## config.mk

```make
export PLATFORM = sky130hd
export DESIGN_NAME = bus_xfer_unit_flat
export DESIGN_NICKNAME = d
export VERILOG_FILES = /design/src/rtl/bus_pkg.sv /design/src/rtl/bus_xfer_unit_if.sv /design/src/rtl/bus_src_mux.sv /design/src/rtl/bus_xfer_unit.sv /design/src/flat_wrapper.sv
export SDC_FILE = /design/constraint.sdc
export NUM_CORES = 1
export LEC_CHECK = 0
export CAP_MARGIN = 5
export CORE_UTILIZATION = 25
export DETAILED_ROUTE_END_ITERATION = 10
export PLACE_DENSITY_LB_ADDON = 0.2
export SLEW_MARGIN = 10
export SYNTH_ARGS = -nofsm -noshare
export SYNTH_HDL_FRONTEND = slang
export SYNTH_SLANG_ARGS = --single-unit
```

## constraint.sdc

```tcl
create_clock -name clock -period 2.5 [get_ports clock]
set_input_delay 0.375 -clock clock [delete_from_list [all_inputs] [get_ports clock]]
set_output_delay 0.375 -clock clock [all_outputs]
set_load 0.01 [all_outputs]
```

## src/rtl/bus_pkg.sv

```systemverilog
// Shared constants and helpers for the bus transfer unit: source-select encoding,
// default bus reset value and the illegal-select check.
package bus_pkg;

   localparam int unsigned SRC_HOLD = 0;
   localparam int unsigned SRC_BASE = 1;

   localparam logic [15:0] RESET_VAL_DEFAULT = 16'h0007;

   // The constant-field code sits directly after the last register source.
   function automatic int unsigned src_const(input int unsigned n_src);
      return n_src + SRC_BASE;
   endfunction

   function automatic logic sel_is_illegal(input int unsigned sel, input int unsigned n_src);
      return sel > src_const(n_src);
   endfunction

endpackage

```

## src/rtl/bus_xfer_unit_if.sv

```systemverilog
// Handshake and data signals between the control unit (master) and the bus transfer unit
// (slave); stall arrives from the destinations on the master side.
interface bus_xfer_unit_if #(
   parameter int unsigned WIDTH   = 16,
   parameter int unsigned N_SRC   = 10,
   parameter int unsigned N_DST   = 4,
   parameter int unsigned CONST_W = 4,
   parameter int unsigned SEL_W   = 4
);

   logic [N_SRC*WIDTH-1:0] src_data;
   logic [CONST_W-1:0]     const_in;
   logic [SEL_W-1:0]       src_sel;
   logic [N_DST-1:0]       dst_mask;
   logic                   xfer_valid;
   logic                   xfer_ready;
   logic                   stall;
   logic [WIDTH-1:0]       bus_out;
   logic [N_DST-1:0]       dst_we;
   logic                   sel_err;

   modport master (
      output src_data, const_in, src_sel, dst_mask, xfer_valid, stall,
      input  xfer_ready, bus_out, dst_we, sel_err
   );

   modport slave (
      input  src_data, const_in, src_sel, dst_mask, xfer_valid, stall,
      output xfer_ready, bus_out, dst_we, sel_err
   );

endinterface

```

## src/rtl/bus_src_mux.sv

```systemverilog
// Combinational source selection: register sources, zero-extended constant or the held bus word,
// plus a flag for select codes beyond the constant slot.
module bus_src_mux
   import bus_pkg::*;
#(
   parameter int unsigned WIDTH   = 16,
   parameter int unsigned N_SRC   = 10,
   parameter int unsigned CONST_W = 4,
   parameter int unsigned SEL_W   = 4
) (
   input  logic [N_SRC*WIDTH-1:0] src_data,
   input  logic [CONST_W-1:0]     const_in,
   input  logic [SEL_W-1:0]       src_sel,
   input  logic [WIDTH-1:0]       hold_word,
   output logic [WIDTH-1:0]       word,
   output logic                   illegal
);

   always_comb begin
      word    = hold_word;
      illegal = sel_is_illegal(32'(src_sel), N_SRC);
      if (src_sel == SEL_W'(src_const(N_SRC))) begin
         word = WIDTH'(const_in);
      end
      for (int k = 0; k < int'(N_SRC); k++) begin
         if (src_sel == SEL_W'(SRC_BASE + 32'(k))) begin
            word = src_data[k*WIDTH +: WIDTH];
         end
      end
   end

endmodule

```

## src/rtl/bus_xfer_unit.sv

```systemverilog
// Shared data bus: one word per accepted transfer into the bus register, multicast write strobes
// one cycle later, held while a destination stalls.
module bus_xfer_unit
   import bus_pkg::*;
#(
   parameter int unsigned     WIDTH     = 16,
   parameter int unsigned     N_SRC     = 10,
   parameter int unsigned     N_DST     = 4,
   parameter int unsigned     CONST_W   = 4,
   parameter int unsigned     SEL_W     = 4,
   parameter logic [WIDTH-1:0] RESET_VAL = WIDTH'(RESET_VAL_DEFAULT)
) (
   input logic             clock,
   input logic             reset,
   bus_xfer_unit_if.slave  xfer
);

   logic [WIDTH-1:0] bus_q, bus_d;
   logic [N_DST-1:0] we_q, we_d;
   logic             err_q, err_d;
   logic [WIDTH-1:0] sel_word;
   logic             sel_illegal;
   logic             pending;
   logic             ready;
   logic             accept;

   bus_src_mux #(
      .WIDTH   (WIDTH),
      .N_SRC   (N_SRC),
      .CONST_W (CONST_W),
      .SEL_W   (SEL_W)
   ) u_src_mux (
      .src_data  (xfer.src_data),
      .const_in  (xfer.const_in),
      .src_sel   (xfer.src_sel),
      .hold_word (bus_q),
      .word      (sel_word),
      .illegal   (sel_illegal)
   );

   assign pending = |we_q;
   assign ready   = !(xfer.stall && pending);
   assign accept  = xfer.xfer_valid && ready;

   always_comb begin
      bus_d = bus_q;
      we_d  = '0;
      err_d = 1'b0;
      if (xfer.stall && pending) begin
         // Destination not ready: keep presenting the same word and strobes.
         we_d = we_q;
      end else if (accept) begin
         if (sel_illegal) begin
            err_d = 1'b1;
         end else begin
            bus_d = sel_word;
            we_d  = xfer.dst_mask;
         end
      end
   end

   always_ff @(posedge clock or posedge reset) begin
      if (reset) begin
         bus_q <= RESET_VAL;
         we_q  <= '0;
         err_q <= 1'b0;
      end else begin
         bus_q <= bus_d;
         we_q  <= we_d;
         err_q <= err_d;
      end
   end

   assign xfer.xfer_ready = ready;
   assign xfer.bus_out    = bus_q;
   assign xfer.dst_we     = we_q;
   assign xfer.sel_err    = err_q;

endmodule
```

## src/flat_wrapper.sv

```systemverilog
// flat-port wrapper written by rule: the top's interface ports become plain ports
module bus_xfer_unit_flat import bus_pkg::*;
#(
   parameter int unsigned     WIDTH     = 16,
   parameter int unsigned     N_SRC     = 10,
   parameter int unsigned     N_DST     = 4,
   parameter int unsigned     CONST_W   = 4,
   parameter int unsigned     SEL_W     = 4,
   parameter logic [WIDTH-1:0] RESET_VAL = WIDTH'(RESET_VAL_DEFAULT)
)
  (clock, reset, xfer_src_data, xfer_const_in, xfer_src_sel, xfer_dst_mask, xfer_xfer_valid, xfer_stall, xfer_xfer_ready, xfer_bus_out, xfer_dst_we, xfer_sel_err);
  bus_xfer_unit_if #(.WIDTH(WIDTH), .N_SRC(N_SRC), .N_DST(N_DST), .CONST_W(CONST_W), .SEL_W(SEL_W)) xfer_i ();
  input logic clock;
  input logic reset;
  input wire logic [$bits(xfer_i.src_data)-1:0] xfer_src_data;
  input wire logic [$bits(xfer_i.const_in)-1:0] xfer_const_in;
  input wire logic [$bits(xfer_i.src_sel)-1:0] xfer_src_sel;
  input wire logic [$bits(xfer_i.dst_mask)-1:0] xfer_dst_mask;
  input wire logic [$bits(xfer_i.xfer_valid)-1:0] xfer_xfer_valid;
  input wire logic [$bits(xfer_i.stall)-1:0] xfer_stall;
  output wire logic [$bits(xfer_i.xfer_ready)-1:0] xfer_xfer_ready;
  output wire logic [$bits(xfer_i.bus_out)-1:0] xfer_bus_out;
  output wire logic [$bits(xfer_i.dst_we)-1:0] xfer_dst_we;
  output wire logic [$bits(xfer_i.sel_err)-1:0] xfer_sel_err;
  assign xfer_i.src_data = xfer_src_data;
  assign xfer_i.const_in = xfer_const_in;
  assign xfer_i.src_sel = xfer_src_sel;
  assign xfer_i.dst_mask = xfer_dst_mask;
  assign xfer_i.xfer_valid = xfer_xfer_valid;
  assign xfer_i.stall = xfer_stall;
  assign xfer_xfer_ready = xfer_i.xfer_ready;
  assign xfer_bus_out = xfer_i.bus_out;
  assign xfer_dst_we = xfer_i.dst_we;
  assign xfer_sel_err = xfer_i.sel_err;
  bus_xfer_unit #(.WIDTH(WIDTH), .N_SRC(N_SRC), .N_DST(N_DST), .CONST_W(CONST_W), .SEL_W(SEL_W), .RESET_VAL(RESET_VAL)) u_core (.clock(clock), .reset(reset), .xfer(xfer_i));
endmodule
```

==> flow_summary.toml <==
[finish]
nets = 705
diodes = 0
syn2layout_area_growth_pct = 87.61
fin_area_mm2 = 0.004718
drive_gt1_frac = 0.07955

[status]
outcome = "completed"

[logic_synthesis]
syn_nets = 518
synth-edff-count = 0
yosys.area.top_type_share = 0.1791
yosysTopAreaCell = "dfrtp_1"
synth_seq_cells = 21
ys_top_cells_by_area = "dfrtp_1 (18%), mux2i_1 (13%), o21ai_0 (8.4%)"
yosysMostFrequentCell = "o21ai_0"
synthTopCellsByCount = "o21ai_0 (42), a21oi_1 (37), mux2i_1 (32)"
ys.flop_type = "dfrtp_1"
synthArstFlopShare = 1.000
netlist_area_mm2 = 0.002515
synth_seq_area_share = 0.2104
synth.distinct_cells = 39
avgSynthCellArea_um2 = 7.354
ys_warn_count = 0
syn_inst = 342

[timing]
timing.final.crit_share = 0.8564
drv_slew = 0
hold_violations = 0
setup_violations = 0
max_freq_ghz = 0.4671
skew_ns = 0.002022
rsz0062_at_grt = "no"
worst_pin_slew_ns = 0.8230
fin_tns_setup_ns = 0
min_period_ns = 2.141
relSlewSlack = 0.4507

[cts]
cts_tree = "yes"
ctsRootBufferMaster = "clkbuf_8"
clock_latency_ns = 0.26
htreeDepth = 1
cts_sinks = 21
cts_setup_buffers = 0
cts_inserted_buffers = 3
cts-resized-gates = 0
clkSlewWorstSetupHoldPaths_ns = 0.08
cts_max_path_buffers = 2
hold_buffers = 0

[floorplanning]
die_w_um = 102.3
die_y_um = 102.3
num_rows = 36
core_mm2 = 0.009774
start_util = 0.2573
io_pins = 198
dieArea_mm2 = 0.01046

[min_path]
hp-start = "u_core.xfer.bus_out[0]"
min_path_type = "reg -> reg"

[grt]
grt_pass1_vias = 3601
grt_max_degree = 36
use_met3 = 0.04993
met2_usage = 0.4068
grt-busiest-layer = "met2"
met1_usage = 0.2628
grt_pass1_wl_mm = 18.06
grt_usage = 0.2235
antenna_found_initial = 0
overflow = 0

[drt]
totalWireLength_mm = 11.88
vias = 3530
first_pass_iters = 5
first_iter_violations = 165
detail-route-antenna-nets = 0
drc_errors = 0
wire_per_inst_um = 17.97
vias_per_cell = 5.340

[worst_setup_path]
cp_max_fo = 20
setup.worst_path.start = "xfer_src_sel[3]"
end_kind = "flip-flop"
cp_top_family = "simple AND/OR/NAND/NOR gates"
slowest_delay_ns = 0.60
cp-start-kind = "input pin"
arrival_ns = 2.33
cp_num_buf_inv = 1
r2r_start = "u_core.xfer.dst_we[3]"
required_ns = 2.69
crit_type = "in -> reg"
slowest_stage = "clkdlybuf4s50_1"
path_cells = "clkdlybuf4s50_1 > or2_2 > o21ai_0 > nand3_1 > a31oi_1 > o21ai_1"

[pwr]
p_per_area_mw_per_mm2 = 341.5
vdd.ir_drop.worst_v = 0.0001806
power.leakage_nw = 1.855

[place]
placed_cell_area_mm2 = 0.004672
numPortBuffers = 197
gp_congestion = 0.8659
hpwlAfterDp_mm = 9.470

[job]
maxCapViolations = 0
registers in the layout, indices dropped and copies added (netlist names):
| register | cells |
|---|---|
| u_core.xfer.dst_we | 4 |
| u_core.xfer.bus_out | 16 |
| u_core.xfer.sel_err | 1 |
where the power goes:
group	switching, W	internal [W]	leakage [nW]
clock network	0.000116	0.000111	0.0255
registers	0.0000533	0.000422	0.255
logic	0.000365	0.000544	1.58
total	0.000534	0.00108	1.86
through the flow:
stage | setup slack, ns | instances | utilization | hold slack (ns) | total power [W]
floorplan | 0.5176 | 342 | - | 0.3493 | 0.0008251
global placement | 0.1202 | 657 | 0.4780 | 0.4506 | 0.001378
detailed placement | 0.1035 | 657 | 0.4780 | 0.4574 | 0.001389
CTS | 0.3841 | 661 | 0.4827 | 0.4691 | 0.001627
global route | 0.1998 | 661 | 0.4827 | 0.5077 | 0.001721
finish | 0.3591 | 661 | 0.4827 | 0.4650 | 0.001611
placed cells by master, fill, tap and decap left out, types with 3 or more instances in the layout:
cell / netlist / routed
dfstp_2: 3 / 3
or3_1: 3 / 3
nand4_1: 3 / 3
o22ai_1: 12 / 12
a22o_1: 5 / 5
mux2i_1: 32 / 32
a31oi_1: 6 / 6
inv_1: 5 / 5
a221oi_1: 8 / 8
nand3_1: 6 / 6
buf_4: 1 / 15
o211ai_1: 3 / 3
o221ai_1: 4 / 4
clkdlybuf4s50_1: 0 / 195
dfrtp_1: 18 / 18
nand2_1: 30 / 30
nand2b_1: 6 / 6
a21oi_1: 37 / 37
o21ai_1: 7 / 7
nor2_1: 27 / 27
a22oi_1: 12 / 12
nor2b_1: 4 / 3
buf_12: 0 / 3
a21o_1: 8 / 8
clkbuf_8: 0 / 3
o21ai_0: 42 / 42
a2bb2oi_1: 4 / 4
mux2_2: 11 / 11
logic make-up (layout without fill, tap and decap cells):
logic type	Yosys count	in the layout	synth area share
buffers and inverters	38	224	0.06567
DFF	21	21	0.2104
and+or+nand+nor	86	86	0.1582
AOI/OAI and AO/OA	154	154	0.3891
muxes	43	43	0.1766
final timing paths:
kind / endpoint / slack (ns) / depth (start not counted)
min: u_core.xfer.bus_out[0] / 0.46 / 2
max in group asynchronous: u_core.xfer.bus_out[13] / 1.42 / 2
max reg2reg: u_core.xfer.bus_out[13] / 0.48 / 6
min reg2reg: u_core.xfer.bus_out[0] / 0.46 / 2
max: u_core.xfer.bus_out[0] / 0.36 / 6
min in group asynchronous: u_core.xfer.bus_out[11] / 0.57 / 2
area by class of cell:
class                      count  area (µm²)
clock inverter                 1       5.005
sequential                    21       529.3
clock buffer                   3       41.29
fill                         997        5056
timing repair buffer         215        2135
multi-input combinational    283        1823
inverter                       5       18.77
tap                          133       166.4
per-layer routing:
layer / vias to the layer above / routed length, µm
met1: 1650 / 4626
met3: 24 / 1133
met4: 0 / 295
li1: 1659 / -
met5: - / 0
met2: 197 / 5825
worst min-delay path, delay by kind of cell, from the launching register on:
family	cells	cell delay [ns]
AOI/OAI and AO/OA	1	0.05
DFF	1	0.37
and+or+nand+nor	1	0.04
Power figures use the tool's default switching activity.
